**config.mk**
```make
export PLATFORM = sky130hd
export DESIGN_NAME = div_regs
export DESIGN_NICKNAME = d
export VERILOG_FILES = /design/src/rtl/div_pkg.sv /design/src/rtl/div_core.sv /design/src/rtl/div_regs.sv
export SDC_FILE = /design/constraint.sdc
export NUM_CORES = 1
export LEC_CHECK = 0
export BUFFER_PORTS_ARGS = -buffer_cell sky130_fd_sc_hd__buf_2
export CAP_MARGIN = 20
export CELL_PAD_IN_SITES_DETAIL_PLACEMENT = 2
export CELL_PAD_IN_SITES_GLOBAL_PLACEMENT = 2
export CORE_UTILIZATION = 33
export DETAILED_ROUTE_END_ITERATION = 8
export PLACE_DENSITY_LB_ADDON = 0.25
export SLEW_MARGIN = 20
export SYNTH_ARGS = -nofsm -noshare
export SYNTH_HDL_FRONTEND = slang
export SYNTH_SLANG_ARGS = --single-unit
```
**constraint.sdc**
```tcl
create_clock -name clk -period 2.9 [get_ports clk]
set_input_delay 0.725 -clock clk [delete_from_list [all_inputs] [get_ports clk]]
set_output_delay 0.725 -clock clk [all_outputs]
set_load 0.01 [all_outputs]
```
**src/rtl/div_pkg.sv**
```systemverilog
// -----------------------------------------------------------------------------
// div_pkg: shared definitions for the memory-mapped iterative divider.
//   - register word addresses on the reg_* interface
//   - CTRL / STATUS bit positions
//   - divider FSM state encoding
//   - divide-by-zero quotient constant
//   - byte-enable merge helper for register writes
// Optional build macro used by the importing files: DIV_SIGNED_EN.
// -----------------------------------------------------------------------------
package div_pkg;

  localparam logic [3:0] ADDR_DIVIDEND = 4'h0;
  localparam logic [3:0] ADDR_DIVISOR  = 4'h1;
  localparam logic [3:0] ADDR_CTRL     = 4'h2;
  localparam logic [3:0] ADDR_STATUS   = 4'h3;
  localparam logic [3:0] ADDR_QUOT     = 4'h4;
  localparam logic [3:0] ADDR_REM      = 4'h5;

  localparam int CTRL_START  = 0;
  localparam int CTRL_SIGNED = 1;
  localparam int CTRL_IRQ_EN = 2;

  localparam int STATUS_BUSY = 0;
  localparam int STATUS_DONE = 1;
  localparam int STATUS_DZ   = 2;

  localparam logic [31:0] DZ_QUOT = 32'hFFFF_FFFF;

  typedef enum logic [1:0] {
    IDLE = 2'd0,
    CALC = 2'd1,
    FIN  = 2'd2
  } state_e;

  // Merge a 32-bit write into an existing register, one byte lane per enable.
  function automatic logic [31:0] apply_be(input logic [31:0] old_v,
                                           input logic [31:0] new_v,
                                           input logic [3:0]  be);
    logic [31:0] res;
    res = old_v;
    for (int i = 0; i < 4; i++) begin
      if (be[i]) res[8*i +: 8] = new_v[8*i +: 8];
    end
    return res;
  endfunction

endpackage

```
**src/rtl/div_core.sv**
```systemverilog
// -----------------------------------------------------------------------------
// div_core: radix-2 restoring shift-subtract divider, one quotient bit per clk.
//   clk, rst_n    : clock, synchronous active-low reset
//   start_i       : start request (ignored unless idle)
//   signed_i      : treat operands as two's complement (sampled with start_i)
//   dividend_i    : dividend, latched on an accepted start
//   divisor_i     : divisor, latched on an accepted start
//   busy_o        : operation in progress (CALC or FIN)
//   fin_o         : high during the FIN cycle; results land at the end of it
//   dz_o          : last operation was a divide by zero
//   quot_o, rem_o : registered results, updated at the end of FIN
// With signed_i=0 the sign path is idle, so callers that never enable signed
// mode (DIV_SIGNED_EN undefined in div_regs) get a plain unsigned divider.
// -----------------------------------------------------------------------------
module div_core
  import div_pkg::*;
#(
  parameter int WIDTH = 32,
  parameter int ITER  = WIDTH
) (
  input  logic             clk,
  input  logic             rst_n,
  input  logic             start_i,
  input  logic             signed_i,
  input  logic [WIDTH-1:0] dividend_i,
  input  logic [WIDTH-1:0] divisor_i,
  output logic             busy_o,
  output logic             fin_o,
  output logic             dz_o,
  output logic [WIDTH-1:0] quot_o,
  output logic [WIDTH-1:0] rem_o
);

  localparam int CNT_W = (ITER > 1) ? $clog2(ITER) : 1;

  state_e             state_q;
  logic [CNT_W-1:0]   cnt_q;
  logic [WIDTH:0]     rem_q;     // extra bit exposes the subtract borrow
  logic [WIDTH-1:0]   quo_q;     // dividend shifts out, quotient shifts in
  logic [WIDTH-1:0]   dsr_q;
  logic               qneg_q;
  logic               rneg_q;
  logic               dz_q;
  logic [WIDTH-1:0]   quot_q;
  logic [WIDTH-1:0]   remo_q;

  logic [WIDTH:0]     rem_shift;
  logic [WIDTH:0]     rem_diff;
  logic               a_neg;
  logic               b_neg;
  logic [WIDTH-1:0]   a_mag;
  logic [WIDTH-1:0]   b_mag;
  logic [WIDTH-1:0]   q_fix;
  logic [WIDTH-1:0]   r_fix;

  // Partial remainder < divisor always, so the shift never loses a set bit;
  // rem_diff[WIDTH]=1 means the trial subtract borrowed and is discarded.
  // NOTE: every always_comb output gets a default/unconditional assignment
  // first, so no path leaves it unassigned and no latch is inferred.
  always_comb begin
    rem_shift = (rem_q << 1) | {{WIDTH{1'b0}}, quo_q[WIDTH-1]};
    rem_diff  = rem_shift - {1'b0, dsr_q};
    a_neg     = signed_i & dividend_i[WIDTH-1];
    b_neg     = signed_i & divisor_i[WIDTH-1];
    a_mag     = a_neg ? -dividend_i : dividend_i;
    b_mag     = b_neg ? -divisor_i  : divisor_i;
    q_fix     = qneg_q ? -quo_q : quo_q;
    r_fix     = rneg_q ? -rem_q[WIDTH-1:0] : rem_q[WIDTH-1:0];
  end

  // NOTE: sequential state uses non-blocking assignments only, so every
  // register samples pre-edge values regardless of statement order.
  always_ff @(posedge clk) begin
    if (!rst_n) begin
      state_q <= IDLE;
      cnt_q   <= '0;
      rem_q   <= '0;
      quo_q   <= '0;
      dsr_q   <= '0;
      qneg_q  <= 1'b0;
      rneg_q  <= 1'b0;
      dz_q    <= 1'b0;
      quot_q  <= '0;
      remo_q  <= '0;
    end else begin
      case (state_q)
        IDLE: begin
          if (start_i) begin
            cnt_q  <= '0;
            rem_q  <= '0;
            dsr_q  <= b_mag;
            qneg_q <= a_neg ^ b_neg;
            rneg_q <= a_neg;
            if (divisor_i == '0) begin
              // Keep the raw dividend: it is returned verbatim as REM.
              dz_q    <= 1'b1;
              quo_q   <= dividend_i;
              state_q <= FIN;
            end else begin
              dz_q    <= 1'b0;
              quo_q   <= a_mag;
              state_q <= CALC;
            end
          end
        end
        CALC: begin
          rem_q   <= rem_diff[WIDTH] ? rem_shift : rem_diff;
          quo_q   <= {quo_q[WIDTH-2:0], ~rem_diff[WIDTH]};
          cnt_q   <= cnt_q + CNT_W'(1);
          if (cnt_q == CNT_W'(ITER - 1)) state_q <= FIN;
        end
        FIN: begin
          if (dz_q) begin
            quot_q <= WIDTH'(DZ_QUOT);
            remo_q <= quo_q;
          end else begin
            quot_q <= q_fix;
            remo_q <= r_fix;
          end
          state_q <= IDLE;
        end
        default: state_q <= IDLE;
      endcase
    end
  end

  assign busy_o = (state_q != IDLE);
  assign fin_o  = (state_q == FIN);
  assign dz_o   = dz_q;
  assign quot_o = quot_q;
  assign rem_o  = remo_q;

endmodule

```
**src/rtl/div_regs.sv**
```systemverilog
// -----------------------------------------------------------------------------
// div_regs: memory-mapped divider peripheral on the reg_* register interface.
//   clk, rst_n : clock, synchronous active-low reset
//   reg_wr     : write strobe           reg_rd    : read strobe
//   reg_byte   : write byte enables     reg_addr  : word address
//   reg_wdata  : write data             reg_rdata : registered read data
//   irq        : level interrupt = STATUS.DONE & CTRL.IRQ_EN
// Map: 0 DIVIDEND, 1 DIVISOR, 2 CTRL{IRQ_EN,SIGNED,START}, 3 STATUS{DZ,DONE,
// BUSY}, 4 QUOT, 5 REM, others read 0.
// Build macro DIV_SIGNED_EN implements CTRL.SIGNED; otherwise it reads 0 and
// every operation is unsigned.
// -----------------------------------------------------------------------------
module div_regs
  import div_pkg::*;
#(
  parameter int WIDTH = 32,
  parameter int ITER  = WIDTH
) (
  input  logic        clk,
  input  logic        rst_n,
  input  logic        reg_wr,
  input  logic        reg_rd,
  input  logic [3:0]  reg_byte,
  input  logic [3:0]  reg_addr,
  input  logic [31:0] reg_wdata,
  output logic [31:0] reg_rdata,
  output logic        irq
);

  logic [WIDTH-1:0] dividend_q;
  logic [WIDTH-1:0] divisor_q;
  logic             irq_en_q;
  logic             done_q;
  logic             dz_q;
  logic [31:0]      rdata_q;
  logic [31:0]      rdata_d;
  logic             signed_en;

  logic             core_busy;
  logic             core_fin;
  logic             core_dz;
  logic [WIDTH-1:0] core_quot;
  logic [WIDTH-1:0] core_rem;

  logic             start_wr;
  logic             start_acc;
  logic             status_clr;

  // START is a byte-0 write pulse; it only counts when the core is idle.
  assign start_wr   = reg_wr && (reg_addr == ADDR_CTRL) && reg_byte[0]
                      && reg_wdata[CTRL_START];
  assign start_acc  = start_wr && !core_busy;
  assign status_clr = reg_wr && (reg_addr == ADDR_STATUS) && reg_byte[0]
                      && reg_wdata[STATUS_DONE];

`ifdef DIV_SIGNED_EN
  logic signed_q;

  always_ff @(posedge clk) begin
    if (!rst_n) begin
      signed_q <= 1'b0;
    end else if (reg_wr && (reg_addr == ADDR_CTRL) && reg_byte[0]) begin
      signed_q <= reg_wdata[CTRL_SIGNED];
    end
  end

  assign signed_en = signed_q;
`else
  assign signed_en = 1'b0;
`endif

  div_core #(
    .WIDTH (WIDTH),
    .ITER  (ITER)
  ) u_core (
    .clk        (clk),
    .rst_n      (rst_n),
    .start_i    (start_acc),
    .signed_i   (signed_en),
    .dividend_i (dividend_q),
    .divisor_i  (divisor_q),
    .busy_o     (core_busy),
    .fin_o      (core_fin),
    .dz_o       (core_dz),
    .quot_o     (core_quot),
    .rem_o      (core_rem)
  );

  // Read mux works on pre-edge register values, so a read that coincides
  // with a write returns the old contents.
  always_comb begin
    rdata_d = '0;
    case (reg_addr)
      ADDR_DIVIDEND: rdata_d = 32'(dividend_q);
      ADDR_DIVISOR:  rdata_d = 32'(divisor_q);
      ADDR_CTRL: begin
        rdata_d[CTRL_IRQ_EN] = irq_en_q;
        rdata_d[CTRL_SIGNED] = signed_en;
      end
      ADDR_STATUS: begin
        rdata_d[STATUS_BUSY] = core_busy;
        rdata_d[STATUS_DONE] = done_q;
        rdata_d[STATUS_DZ]   = dz_q;
      end
      ADDR_QUOT:     rdata_d = 32'(core_quot);
      ADDR_REM:      rdata_d = 32'(core_rem);
      default:       rdata_d = '0;
    endcase
  end

  always_ff @(posedge clk) begin
    if (!rst_n) begin
      dividend_q <= '0;
      divisor_q  <= '0;
      irq_en_q   <= 1'b0;
      done_q     <= 1'b0;
      dz_q       <= 1'b0;
      rdata_q    <= '0;
    end else begin
      if (reg_wr) begin
        case (reg_addr)
          ADDR_DIVIDEND: dividend_q <= WIDTH'(apply_be(32'(dividend_q), reg_wdata, reg_byte));
          ADDR_DIVISOR:  divisor_q  <= WIDTH'(apply_be(32'(divisor_q), reg_wdata, reg_byte));
          ADDR_CTRL:     if (reg_byte[0]) irq_en_q <= reg_wdata[CTRL_IRQ_EN];
          default: ;
        endcase
      end

      // Completion outranks a same-cycle clear; a new start clears both flags.
      if (core_fin) begin
        done_q <= 1'b1;
        dz_q   <= core_dz;
      end else if (status_clr || start_acc) begin
        done_q <= 1'b0;
        dz_q   <= 1'b0;
      end

      if (reg_rd) rdata_q <= rdata_d;
    end
  end

  assign reg_rdata = rdata_q;
  assign irq       = done_q & irq_en_q;

endmodule

```
; Word-level counts from Yosys, hierarchy flattened
; Cells that the tools add are included.
[word_totals]
ff_bits = 267
inputBits = 44
output_inout_bits = 33
elab_cells = 82
[classes]
addsub = 2
n_eq_ne = 10
mux = 20
bitwise_logic = 3
n_reduce_logical = 27
[op_table]
columns = cell, count
row1 = 2-to-1 mux 32 bit, 5
row2 = case mux 32 bit (2 select lines), 2
row3 = case mux 29 bit (4 select lines), 1
row4 = OR 33 x 1 -> 33 bit, 1
row5 = subtractor 33 x 32 -> 33 bit, 1
row6 = logical NOT 32 bit, 1
row7 = AND reduction 3 bit, 9
row8 = case mux 2 bit (6 select lines), 1
row9 = case mux 5 bit (2 select lines), 1
row10 = == test 4 x 2 -> 1 bit (second input constant), 2
row11 = == test 4 x 3 -> 1 bit (second input constant), 2
row12 = logical AND 1 bit, 7
row13 = 2-to-1 mux 2 bit, 3
row14 = AND reduction 2 bit, 3
row15 = nonzero test 2 bit, 3
row16 = adder 5 x 1 -> 5 bit (second input constant), 1
row17 = == test 5 bit (second input constant), 1
row18 = 2-to-1 mux 5 bit, 1
row19 = case mux 1 bit (5 select lines), 1
row20 = == test 4 x 1 -> 1 bit (second input constant), 1
row21 = logical NOT 4 bit, 1
row22 = 2-to-1 mux 1 bit, 4
row23 = case mux 2 bit (2 select lines), 1
row24 = == test 2 x 1 -> 1 bit (second input constant), 1
row25 = 8 further kinds, 8

; Logic depth before layout (Yosys ltp)
; Gate-level depths: netlist of run 1.
[logic_depth]
ltp_word = 8
mapped_depth = 15

; By module
; Synthesis of run 1 repeated with hierarchy kept, for this count alone.
[hier_totals]
hier_cells = 1838
hier_area_um2 = 15678.8
[modules_own_cells]
columns = mod, n_inst, cells_per_inst, area_per_inst_um2
row1 = div_core, 1, 1402, 10938.0
row2 = div_regs, 1, 436, 4740.8

; Worst setup path before layout of run 1
; Ideal clock, no wire load.
[synth_timing]
path_kind = flip-flop to flip-flop
from = register u_core.quo_q[31]
to = register u_core.rem_q[1]
t_arrival_ps = 2789
t_required_ps = 2778
setup_slack_ps = -12
stages_incl_launch_ff = 14
path_buffers = 1
synth_period_minus_slack_ps = 2912
path_cell_list = dfxtp_1 > inv_1 > ha_1 > inv_1 > fa_1 > a21oi_1 > o211ai_1 > nand4_1 > o21a_1 > a2111oi_0 > o21ai_1 > and2_4 > buf_6 > a311o_1
[synth_via]
elab_chain_cells = 4
[synth_rtl]
columns = element, line_no
row1 = from (decl), div_core.sv:39  ; logic [WIDTH-1:0] quo_q;
row2 = from (signal assigned), div_core.sv:97  ; quo_q <= dividend_i;
row3 = from (signal assigned), div_core.sv:101  ; quo_q <= a_mag;
row4 = from (signal assigned), div_core.sv:108  ; quo_q <= {quo_q[WIDTH-2:0], ~rem_diff[WIDTH]};
row5 = OR 33 x 1 -> 33 bit, div_core.sv:61  ; rem_shift = (rem_q << 1) | {{WIDTH{1'b0}}, quo_q[WIDTH-1]};
row6 = subtractor 33 x 32 -> 33 bit, div_core.sv:62  ; rem_diff = rem_shift - {1'b0, dsr_q};
row7 = 2-to-1 mux 32 bit, div_core.sv:107  ; rem_q <= rem_diff[WIDTH] ? rem_shift : rem_diff;
row8 = case mux 32 bit (2 select lines), div_core.sv:86  ; case (state_q)
row9 = to (signal assigned), div_core.sv:107
row10 = to (decl), div_core.sv:38  ; logic [WIDTH:0] rem_q;
; Every way passes these cells.
; A chain may end at the register's enable or synchronous reset.

; Worst setup path in the final report of run 1
[layout_timing]
from = register u_core.quo_q[31]
to = register u_core.rem_q[27]
; Same word-level chain as after synthesis.

==> summary.md, run 1 <==
| Metric | Value |
|---|---|
| Top cell type by total area after synthesis | dfxtp_1 |
| Portion of netlist area occupied by mux cells | 2.49% |
| First-pass GRT wire length | 85,700 um |
| Synth cell types | 62 |
| Worst path arrival time | 3.37 ns |
| FF-to-FF path depth | 13 |
| Setup CP Type | register to register |
| Initial DRC count | 919 |
| Synth Register Bits | 267 |
| Hold Path Class | input port to register |
| Reg2reg setup slack | -0.02 ns |
| Clk_lat worst skew | 0.56 ns |
| Cts bufs inserted | 29 |
| Tightest Pin Transition | 0.735 ns |
| Most common cell in the netlist | nand2_1 |
| Die Ht | 203 um |
| Initial Util | 33.4% |
| Ys async rst share | 0% |
| Root buffer cell | clkbuf_16 |
| Total routed wirelength | 55,300 um |
| I/O Pins | 77 |
| Vias in the first global route | 14,500 |
| Count of flip-flops with a built-in enable after synthesis | 0 |
| Clk pwr share | 48.1% |
| Max Fclk | 343 MHz |
| Worst reg2reg startpoint | u_core.quo_q[31] |
| Tcrit/Tclk final | 101% |
| Endpoints failing setup | 6 |
| Hold Violations, Final | 0 |
| Port bufs | 76 |
| Routed length per instance | 23.5 um |
| Leakage power | 5.88 nW |
| Synth cell count leaders | 386 x nand2_1, 267 x dfxtp_1, 154 x nor2_1 |
| Overflow after GRT | 0 |
| Layout Nets | 1,890 |
| Synth Area in Adders | 3.35% |
| Diode count | 0 |
| Drt pass-1 iters | 8 |
| Pwr dens | 476 mW/mm2 |
| Slew Viols, Final | 0 |
| Seq/Total Area, Yosys | 40.2% |
| FF-to-FF End | u_core.rem_q[27] |
| Core ar. | 0.0397 mm2 |
| Simple-gate share of the synthesized area | 24.4% |
| Worst clock skew | 0.0151 ns |
| Non-filler cells, final | 2,352 |
| Max-cap violation count | 0 |
| Clock Pin Slew Worst Setup and Hold Paths | 0.06 ns |
| Synth Area in Compound Gates | 22.4% |
| Main combinational cell family by area after synthesis | simple AND/OR/NAND/NOR gates |
| Hold-critical path depth | 3 |
| Worst VDD drop | 0.418 mV |
| TritonCTS Sinks | 267 |
| Dpl cells | 2,294 |
| Clock buffer depth | 3 |
| CTS tree | done |
| Gr usage total | 26.5% |
| Worst Setup Start Kind | register |
| RePlAce Congestion | 0.862 |
| Area fraction of the dominant cell type after synthesis | 40.2% |
| CP Max Fanout | 5 |
| Mapped Avg Cell Area | 7.78 um2 |
| Syn nets | 1,787 |
| P_sw | 0.00176 W |
| RSZ-0062 raised after global routing | true |
| Period minus WS final | 2.92 ns |
| Antenna violations before repair | 0 |
| Hold Path Origin | reg_wdata[11] |
| Core Rows | 73 |
| Synth top area cells | dfxtp_1 40%, nand2_1 11%, a21oi_1 5.7%, nor2_1 4.4%, clkbuf_1 3.2% |
| H-Tree Depth | 1 |
| Setup ws final | -0.0186 ns |
| Hold Crit Endpoint | dividend_q[11] |
| Outcome | complete, but fails checks |
| Hold_buf cts | 0 |
| Max transition margin | 50.6% |
| Layout cells sized above 1 | 16.8% |
| DRC viols | 0 |
| Post-DR vias/cell | 5.69 |
| Gate Count Post-Synth | 1,708 |
| Internal cell power | 0.00585 W |
| Via count | 13,400 |
| Largest net degree at the start of global routing | 122 |
| Filler cells | 4,539 |
| Layout area overhead | 20.5% |
| Die Width | 203 um |
| Critical Path RT | 3.35 ns |
| Primary FF master, synth | dfxtp_1 |
| Hold_ws | 0.414 ns |
| Synthesized area | 0.0133 mm2 |
| CP endpoint kind | register |
| Antenna Violating Nets Remaining | 0 |
| Post-layout util | 40.3% |
| XOR/XNOR Fraction of Synth Area | 1.85% |
| Logic pwr share | 3.4% |
| Failing checks | setup timing |
| Part of the power in registers | 48.5% |
| Warnings, synthesis | 0 |
| Die area | 0.0411 mm2 |
| Power, Total | 0.00761 W |
| Post-detail-place hpwl | 38,600 um |
| Net Sw Frac | 23.2% |
[what timing repair did]
item,CTS,global route
endpoints found under the hold margin,0,0
setup endpoints to repair,32,29
pin swaps,9,29
buffers inserted,7,4
gates resized for setup,18,21
gates cloned,0,1
[per-layer routing]
metal	vias to the layer above	GRT usage [%]	share of wire (%)
li1	6217	-	-
met1	6825	37.0	47
met2	272	44.0	47
met3	71	2.38	3.7
met4	0	6.50	2.1
met5	-	0	0
[stage by stage]
step	setup slack, ns	area (um2)	setup TNS (ns)
detailed placement	-0.400	14800	-10.59
floorplan	0.00669	13300	0
finish	-0.0186	16000	-0.0635
global route	-0.0974	16000	-1.79
global placement	-0.207	14800	-4.99
CTS	0.000810	15900	0
[power groups by stage]
| stage | Clock, W | Sequential [W] | Combinational (W) |
|---|---|---|---|
| floorplan | 0 | 0.00377 | 0.000124 |
| global placement | 0 | 0.00378 | 0.000247 |
| detailed placement | 0 | 0.00378 | 0.000254 |
| CTS | 0.00371 | 0.00369 | 0.000256 |
| global route | 0.00387 | 0.00369 | 0.000274 |
| finish | 0.00366 | 0.00369 | 0.000258 |
[area by class of cell]
class | instances | area (um2) | share of cell area [%]
Clock buffer | 43 | 818 | 5.11
Inverter | 42 | 163 | 1.02
Tap cell | 525 | 657 | 4.10
Clock inverter | 4 | 70.1 | 0.438
Sequential cell | 267 | 5350 | 33.4
Timing Repair Buffer | 206 | 1530 | 9.58
Multi-Input combinational cell | 1265 | 7420 | 46.3
[worst max path at each step]
stage / start / depth (start not counted) / end
2_1_floorplan: u_core.quo_q[31] / 13 / u_core.rem_q[1]
3_3_place_gp: u_core.quo_q[31] / 13 / u_core.rem_q[28]
3_5_place_dp: u_core.quo_q[31] / 13 / u_core.rem_q[28]
4_1_cts: u_core.dsr_q[27] / 13 / u_core.rem_q[0]
5_1_grt: u_core.quo_q[31] / 13 / u_core.rem_q[27]
6_report: u_core.quo_q[31] / 13 / u_core.rem_q[27]
[registers in the layout, indices dropped and copies added, names as in the netlist, 2 cells and up]
name,count
u_core.dsr_q,32
u_core.state_q,2
reg_rdata,32
divisor_q,32
u_core.quot_o,32
u_core.rem_o,32
u_core.quo_q,32
u_core.rem_q,32
u_core.cnt_q,5
dividend_q,32
[cells by family (layout without fill, tap and decap cells)]
group / after synthesis / in the layout
AOI/OAI and AO/OA: 420 / 420
xor gates and xnor gates: 28 / 28
adders and majority gates: 35 / 35
buffers and inverters: 176 / 295
DFF: 267 / 267
muxes: 33 / 33
and+or+nand+nor: 749 / 749
[layout by cell type, fill, tap and decap left out, types with 5 or more instances in the layout]
cell,netlist,routed
nand2_1,386,386
dfxtp_1,267,264
nor2_1,154,148
a21oi_1,152,146
buf_4,0,113
buf_2,7,76
nor3_1,74,74
nand4_1,41,41
inv_1,41,38
a21boi_0,38,38
a211oi_1,37,36
mux2i_1,33,33
a222oi_1,31,31
a311oi_1,31,31
ha_1,34,31
clkbuf_16,0,30
o21ai_0,23,22
nand3_1,21,20
o211ai_2,20,20
o21a_1,19,19
nor2b_1,19,18
and3_1,16,16
xnor2_1,14,14
o211ai_1,13,13
xor2_1,14,13
a21o_1,12,12
buf_12,0,11
clkbuf_1,114,10
nor4_1,10,9
nor2_2,0,5
a31oi_1,6,5
nand3b_1,5,5
a21oi_2,0,5
[worst max-delay path, cell delays in order (launching register included)]
cell and delay (ns):
dfxtp_2 0.32, inv_2 0.07, ha_4 0.14, inv_2 0.04, fa_2 0.35, a21oi_2 0.17
o211ai_1 0.20, nand4_1 0.19, o21a_1 0.22, a2111oi_4 0.10, or3_4 0.43, buf_4 0.17
a21o_1 0.17, a32o_1 0.24
Note: power is estimated with default switching activity, not from simulation.
==> run 2: changes to the inputs <==
--- a/config.mk
+++ b/config.mk
@@ -5,13 +5,14 @@
 export SDC_FILE = /design/constraint.sdc
 export NUM_CORES = 1
 export LEC_CHECK = 0
-export BUFFER_PORTS_ARGS = -buffer_cell sky130_fd_sc_hd__buf_2
+export BUFFER_PORTS_ARGS = -buffer_cell sky130_fd_sc_hd__buf_4
 export CAP_MARGIN = 20
 export CELL_PAD_IN_SITES_DETAIL_PLACEMENT = 2
 export CELL_PAD_IN_SITES_GLOBAL_PLACEMENT = 2
-export CORE_UTILIZATION = 33
+export CORE_UTILIZATION = 36
 export DETAILED_ROUTE_END_ITERATION = 8
 export PLACE_DENSITY_LB_ADDON = 0.25
+export SETUP_SLACK_MARGIN = 0.05
 export SLEW_MARGIN = 20
 export SYNTH_ARGS = -nofsm -noshare
 export SYNTH_HDL_FRONTEND = slang
==> constraint.sdc (replaced) <==
create_clock -name clk -period 2.7 [get_ports clk]
set_input_delay 0.675 -clock clk [delete_from_list [all_inputs] [get_ports clk]]
set_output_delay 0.675 -clock clk [all_outputs]
set_load 0.01 [all_outputs]
==> summary.md, run 2 (synthesized netlist as in run 1, its figures left out) <==
| Metric | Value |
|---|---|
| Worst reg2reg startpoint | u_core.dsr_q[4] (was u_core.quo_q[31]) |
| Vias in the first global route | 15,600 (was 14,500) |
| Die Ht | 194 um (was 203 um) |
| Leakage power | 6.26 nW (was 5.88 nW) |
| Post-Route Setup TNS | -7.40 ns (was -0.0635 ns) |
| Layout cells sized above 1 | 20.7% (was 16.8%) |
| Max-cap violation count | 0 (unchanged) |
| FF-to-FF path depth | 12 (was 13) |
| Slew Viols, Final | 0 (unchanged) |
| Clock Pin Slew Worst Setup and Hold Paths | 0.06 ns (about the same) |
| Max Fclk | 333 MHz (was 343 MHz) |
| Total routed wirelength | 61,700 um (was 55,300 um) |
| Initial Util | 37.0% (was 33.4%) |
| Tcrit/Tclk final | 111% (was 101%) |
| Tightest Pin Transition | 0.724 ns (was 0.735 ns) |
| Hold_buf cts | 0 (unchanged) |
| Post-detail-place hpwl | 39,200 um (was 38,600 um) |
| Most frequent cells in the layout | 386 x nand2_1, 263 x dfxtp_1, 224 x buf_4, 149 x nor2_1, 140 x a21oi_1 (was 386 x nand2_1, 264 x dfxtp_1, 148 x nor2_1, 146 x a21oi_1, 113 x buf_4) |
| Crit path max-delay family | compound AO/OA/AOI/OAI gates (unchanged) |
| Drt pass-1 iters | 8 (unchanged) |
| Core Rows | 69 (was 73) |
| CP endpoint kind | register (unchanged) |
| Worst path cell trace | inv_1 -> ha_1 -> nand2_1 -> o211ai_1 -> nand4_1 -> o21a_1 -> a2111oi_4 -> buf_4 -> o21ai_4 -> buf_12 -> a21o_1 -> a32o_1 (was inv_2 -> ha_4 -> inv_2 -> fa_2 -> a21oi_2 -> o211ai_1 -> nand4_1 -> o21a_1 -> a2111oi_4 -> or3_4 -> buf_4 -> a21o_1 -> a32o_1) |
| CTS tree | done (unchanged) |
| Failing checks | setup timing (unchanged) |
| Gr usage total | 31.3% (was 26.5%) |
| Hold Path Class | input port to register (unchanged) |
| TritonCTS Sinks | 267 (unchanged) |
| Pwr dens | 520 mW/mm2 (was 476 mW/mm2) |
| DRC viols | 0 (unchanged) |
| Setup CP Type | register to register (unchanged) |
| Overflow after GRT | 0 (unchanged) |
| Largest net degree at the start of global routing | 99 (was 122) |
| RSZ-0062 raised after global routing | true (unchanged) |
| Layout Nets | 1,934 (was 1,890) |
| Via count | 14,200 (was 13,400) |
| Worst path arrival time | 3.48 ns (was 3.37 ns) |
| Reg2reg setup slack | -0.31 ns (was -0.02 ns) |
| Post-DR vias/cell | 6.06 (was 5.69) |
| Max transition margin | 51.3% (was 50.6%) |
| Clock buffer depth | 3 (unchanged) |
| Hold Violations, Final | 0 (unchanged) |
| Cts bufs inserted | 31 (was 29) |
| Filler cells | 3,939 (was 4,539) |
| CP Max Fanout | 8 (was 5) |
| First-pass GRT wire length | 92,800 um (was 85,700 um) |
| Root buffer cell | clkbuf_16 (unchanged) |
| Critical Path RT | 3.18 ns (was 3.35 ns) |
| Layout area overhead | 26.9% (was 20.5%) |
| Slowest CP cell | a2111oi_4 (was or3_4) |
| Worst clock skew | 0.0247 ns (was 0.0151 ns) |
| Commonest non-fill, non-tap cell in the layout | nand2_1 (unchanged) |
| RePlAce Congestion | 0.839 (was 0.862) |
| Die area | 0.0377 mm2 (was 0.0411 mm2) |
| Period minus WS final | 3.01 ns (was 2.92 ns) |
| Hold Crit Endpoint | dividend_q[8] (was dividend_q[11]) |
| Port bufs | 76 (unchanged) |
| FF+latch area | 0.00535 mm2 (about the same) |
| Initial DRC count | 984 (was 919) |
| H-Tree Depth | 1 (unchanged) |
| Post-layout util | 46.9% (was 40.3%) |
| Routed length per instance | 26.4 um (was 23.5 um) |
| Antenna Violating Nets Remaining | 0 (unchanged) |
| Hold Path Origin | reg_wdata[8] (was reg_wdata[11]) |
| Worst Setup Start Kind | register (unchanged) |
| WP buf/inv | 3 (unchanged) |
| Die Width | 194 um (was 203 um) |
| Antenna violations before repair | 1 (was 0) |
| Diode count | 0 (unchanged) |
| Outcome | complete, but fails checks (unchanged) |
| Endpoints failing setup | 32 (was 6) |
| Clk_lat worst skew | 0.60 ns (was 0.56 ns) |
| FF-to-FF End | u_core.rem_q[27] (unchanged) |
| Worst VDD drop | 0.541 mV (was 0.418 mV) |
| Setup ws final | -0.307 ns (was -0.0186 ns) |
| Multi-input logic area | 0.00763 mm2 (was 0.00742 mm2) |
| Crit path largest cell delay | 0.42 ns (was 0.43 ns) |
| Hold-critical path depth | 3 (unchanged) |
| Core ar. | 0.0359 mm2 (was 0.0397 mm2) |
| I/O Pins | 77 (unchanged) |
## run 2: timing repair
item / in CTS / in global routing
setup buffers: 11 / 4
pin swaps: 44 / 24
gates cloned: 2 / 0
gates resized for setup: 55 / 23
endpoints found under the setup margin: 33 / 33
## run 2: worst min-delay path, delay by kind of cell
| family | cells | cell delay [ns] |
|---|---|---|
| buf+inv | 1 | 0.12 |
| simple gates | 1 | 0.05 |
| compound gates | 1 | 0.05 |
## run 2: per-layer routing
metal  track usage [%]  routed length (um)  up-vias
met1              36.8               24900     7293
met5                 0                   7        -
met3              2.90                2290      142
li1                  -                   -     6315
met2              58.0               31900      416
met4              12.9                2550        2
## run 2: worst max path at each step
stage | start | to | cells after the start
finish | u_core.dsr_q[4] | u_core.rem_q[27] | 12
global route | u_core.dsr_q[4] | u_core.rem_q[2] | 12
CTS | u_core.quo_q[31] | u_core.rem_q[7] | 14
detailed placement | u_core.quo_q[31] | u_core.rem_q[1] | 13
global placement | u_core.quo_q[31] | u_core.rem_q[27] | 13
floorplan | u_core.dsr_q[27] | u_core.rem_q[1] | 13
## run 2: stage by stage
step                      setup slack [ns]  std cells  hold WS [ns]  power [W]  area, um2
after floorplan                    -0.0804       1708         0.424    0.00418      13300
after global placement              -0.123       2267         0.445    0.00434      15300
after detailed placement            -0.282       2267         0.454    0.00435      15300
after CTS                          -0.0392       2336         0.332    0.00878      16700
after global routing                -0.405       2339         0.354    0.00897      16900
final                               -0.307       2339         0.348    0.00877      16900
## run 2: layout make-up
| type | instances | area share [%] |
|---|---|---|
| clock buffers | 44 | 5.25 |
| clock inverters | 12 | 1.05 |
| multi-input cells | 1265 | 45.3 |
| inverters | 42 | 0.965 |
| repair buffers | 248 | 12.3 |
| flip-flops and latches | 267 | 31.7 |
| well taps | 461 | 3.42 |
## run 2: where the power goes
| part | internal [W] | total [W] | switching [W] |
|---|---|---|---|
| registers | 0.00395 | 0.00397 | 0.0000158 |
| clock network | 0.00266 | 0.00449 | 0.00184 |
| logic | 0.0000991 | 0.000309 | 0.000210 |
==> run 3: changes to the inputs <==
--- a/config.mk
+++ b/config.mk
@@ -9,6 +9,7 @@
 export CAP_MARGIN = 20
 export CELL_PAD_IN_SITES_DETAIL_PLACEMENT = 2
 export CELL_PAD_IN_SITES_GLOBAL_PLACEMENT = 2
+export CORE_ASPECT_RATIO = 1.75
 export CORE_UTILIZATION = 36
 export DETAILED_ROUTE_END_ITERATION = 8
 export PLACE_DENSITY_LB_ADDON = 0.25
==> constraint.sdc (replaced) <==
create_clock -name clk -period 2.7 [get_ports clk]
set_input_delay 0.135 -clock clk [delete_from_list [all_inputs] [get_ports clk]]
set_output_delay 0.135 -clock clk [all_outputs]
set_load 0.05 [all_outputs]
==> summary.md, run 3 (synthesized netlist as in run 1, its figures left out) <==
| Metric | Value |
|---|---|
| Outcome | complete, but fails checks (unchanged) |
| Failing checks | setup timing (unchanged) |
| Clk_lat worst skew | 0.56 ns (was 0.60 ns) |
| Via count | 14,200 (about the same) |
| H-Tree Depth | 1 (unchanged) |
| Die Ht | 256 um (was 194 um) |
| Multi-input logic area | 0.00750 mm2 (was 0.00763 mm2) |
| Period minus WS final | 3.08 ns (was 3.01 ns) |
| Core ar. | 0.0361 mm2 (was 0.0359 mm2) |
| Antenna Violating Nets Remaining | 0 (unchanged) |
| Die Width | 147 um (was 194 um) |
| Max Fclk | 325 MHz (was 333 MHz) |
| DRC viols | 0 (unchanged) |
| RSZ-0062 raised after global routing | true (unchanged) |
| FF+latch area | 0.00535 mm2 (unchanged) |
| Post-detail-place hpwl | 40,400 um (was 39,200 um) |
| Initial DRC count | 856 (was 984) |
| Root buffer cell | clkbuf_16 (unchanged) |
| Worst path cell trace | inv_2 -> ha_4 -> inv_2 -> fa_2 -> a21oi_4 -> o211ai_1 -> nand4_1 -> o21a_2 -> a2111oi_4 -> buf_4 -> o21ai_4 -> and2_4 -> buf_12 -> o211ai_1 (was inv_1 -> ha_1 -> nand2_1 -> o211ai_1 -> nand4_1 -> o21a_1 -> a2111oi_4 -> buf_4 -> o21ai_4 -> buf_12 -> a21o_1 -> a32o_1) |
| CTS tree | done (unchanged) |
| Initial Util | 36.7% (was 37.0%) |
| Hold Violations, Final | 0 (unchanged) |
| Drt pass-1 iters | 6 (was 8) |
| Layout cells sized above 1 | 18.8% (was 20.7%) |
| Endpoints failing setup | 32 (unchanged) |
| Max-cap violation count | 0 (unchanged) |
| RePlAce Congestion | 0.894 (was 0.839) |
| Slew Viols, Final | 0 (unchanged) |
| Core Rows | 92 (was 69) |
| Pwr dens | 493 mW/mm2 (was 520 mW/mm2) |
| Routed length per instance | 27.1 um (was 26.4 um) |
| Hold Path Class | input port to register (unchanged) |
| Layout Nets | 1,950 (was 1,934) |
| Global Route met3 Usage | 3.30% (was 2.90%) |
| TritonCTS Sinks | 267 (unchanged) |
| Setup CP Type | register to register (unchanged) |
| Antenna violations before repair | 2 (was 1) |
| Port bufs | 76 (unchanged) |
| Cts bufs inserted | 26 (was 31) |
| Overflow after GRT | 0 (unchanged) |
| Crit path largest cell delay | 0.47 ns (was 0.42 ns) |
| Filler cells | 3,991 (was 3,939) |
| First-pass GRT wire length | 96,500 um (was 92,800 um) |
| Met1 Use GR | 35.5% (was 36.8%) |
| Busiest grt layer | met2 (unchanged) |
| Critical Path RT | 3.17 ns (was 3.18 ns) |
| Setup ws final | -0.378 ns (was -0.307 ns) |
| Dpl cells | 2,271 (was 2,267) |
| CP endpoint kind | register (unchanged) |
| CP Max Fanout | 8 (unchanged) |
| Clock buffer depth | 3 (unchanged) |
| Total routed wirelength | 64,000 um (was 61,700 um) |
| Post-DR vias/cell | 6.03 (was 6.06) |
| Tcrit/Tclk final | 114% (was 111%) |
| Gr usage total | 33.1% (was 31.3%) |
| Layout area overhead | 26.4% (was 26.9%) |
| I/O Pins | 77 (unchanged) |
| Largest net degree at the start of global routing | 80 (was 99) |
| Clock Pin Slew Worst Setup and Hold Paths | 0.08 ns (was 0.06 ns) |
| Most frequent cells in the layout | 385 x nand2_1, 263 x dfxtp_1, 215 x buf_4, 146 x nor2_1, 144 x a21oi_1 (was 386 x nand2_1, 263 x dfxtp_1, 224 x buf_4, 149 x nor2_1, 140 x a21oi_1) |
| Max transition margin | 46.4% (was 51.3%) |
| Leakage power | 6.23 nW (was 6.26 nW) |
| Vias in the first global route | 15,900 (was 15,600) |
| Worst clock skew | 0.0204 ns (was 0.0247 ns) |
| Global Route met2 Usage | 61.9% (was 58.0%) |
| Worst VDD drop | 0.493 mV (was 0.541 mV) |
| Slowest CP cell | a2111oi_4 (unchanged) |
| Worst Setup Start Kind | register (unchanged) |
| Commonest non-fill, non-tap cell in the layout | nand2_1 (unchanged) |
| Non-filler cells, final | 2,360 (was 2,339) |
| Tightest Pin Transition | 0.796 ns (was 0.724 ns) |
| Pre-CTS WS | -0.276 ns (was -0.282 ns) |
| Die area | 0.0377 mm2 (about the same) |
| Worst path arrival time | 3.55 ns (was 3.48 ns) |
==> run 3: cell types whose count changed in the layout (fill, tap and decap cells not counted), moves of 4 or more <==
cell	change
ha_1	+6
dlygate4sd3_1	+32
a21oi_2	-5
a21oi_1	+4
buf_12	-5
buf_4	-9
ha_4	-6
==> run 3: where the power goes <==
part           total (W)  internal [W]  switching, W  leakage [nW]
Combinational   0.000340      0.000120      0.000219          3.64
Sequential       0.00397       0.00395     0.0000173          2.15
Clock            0.00396       0.00227       0.00169         0.444
Total            0.00827       0.00634       0.00193          6.23
==> run 3: per-layer routing <==
metal  vias to the layer above  wire (um)
met4                         2       3760
met5                         -         13
met2                       443      33800
met1                      7239      24400
met3                       205       2100
li1                       6337          -
==> run 3: path summary, 6_finish.rpt <==
path,startpoint,end,slack [ns],depth (start not counted)
setup / recovery,u_core.quo_q[31],u_core.rem_q[2],-0.38,14
hold / removal,reg_rd,reg_rdata[21],0.06,3
setup reg to reg,u_core.quo_q[31],u_core.rem_q[2],-0.38,14
hold reg to reg,u_core.dsr_q[11],u_core.dsr_q[11],0.46,2
==> run 3: what timing repair did <==
item / in CTS / in global routing
hold endpoints to repair: 65 / 0
hold buffers: 32 / 0
setup endpoints to repair: 32 / 33
gates cloned: 2 / 1
pin swaps: 45 / 25
resized for setup: 44 / 18
buffers inserted: 7 / 4
==> run 3: final cells by class <==
| type | instances | area share, % |
|---|---|---|
| multi-input combinational | 1265 | 44.7 |
| sequential | 267 | 31.9 |
| timing repair buffer | 269 | 13.7 |
| clock buffer | 38 | 4.63 |
| tap | 470 | 3.50 |
| inverter | 42 | 0.969 |
| clock inverter | 8 | 0.685 |
| antenna | 1 | 0.0149 |
==> run 3: metrics by stage <==
step / hold slack [ns] / total power, W / area, um2 / setup TNS [ns] / utilization (%)
floorplan: 0.271 / 0.00418 / 13300 / -1.38 / -
global placement: 0.398 / 0.00433 / 15200 / -2.29 / 42.0
detailed placement: 0.409 / 0.00434 / 15200 / -6.64 / 42.0
CTS: 0.0334 / 0.00827 / 16700 / -1.64 / 46.2
global route: 0.0842 / 0.00845 / 16800 / -12.44 / 46.5
finish: 0.0570 / 0.00827 / 16800 / -10.58 / 46.5
==> run 3: critical path, delay by kind of cell (launching register included) <==
| family | cells | cell delay [ns] |
|---|---|---|
| and+or+nand+nor | 2 | 0.43 |
| adders and majority gates | 2 | 0.42 |
| DFF | 1 | 0.34 |
| AOI/OAI and AO/OA | 6 | 1.30 |
| buffers and inverters | 4 | 0.48 |
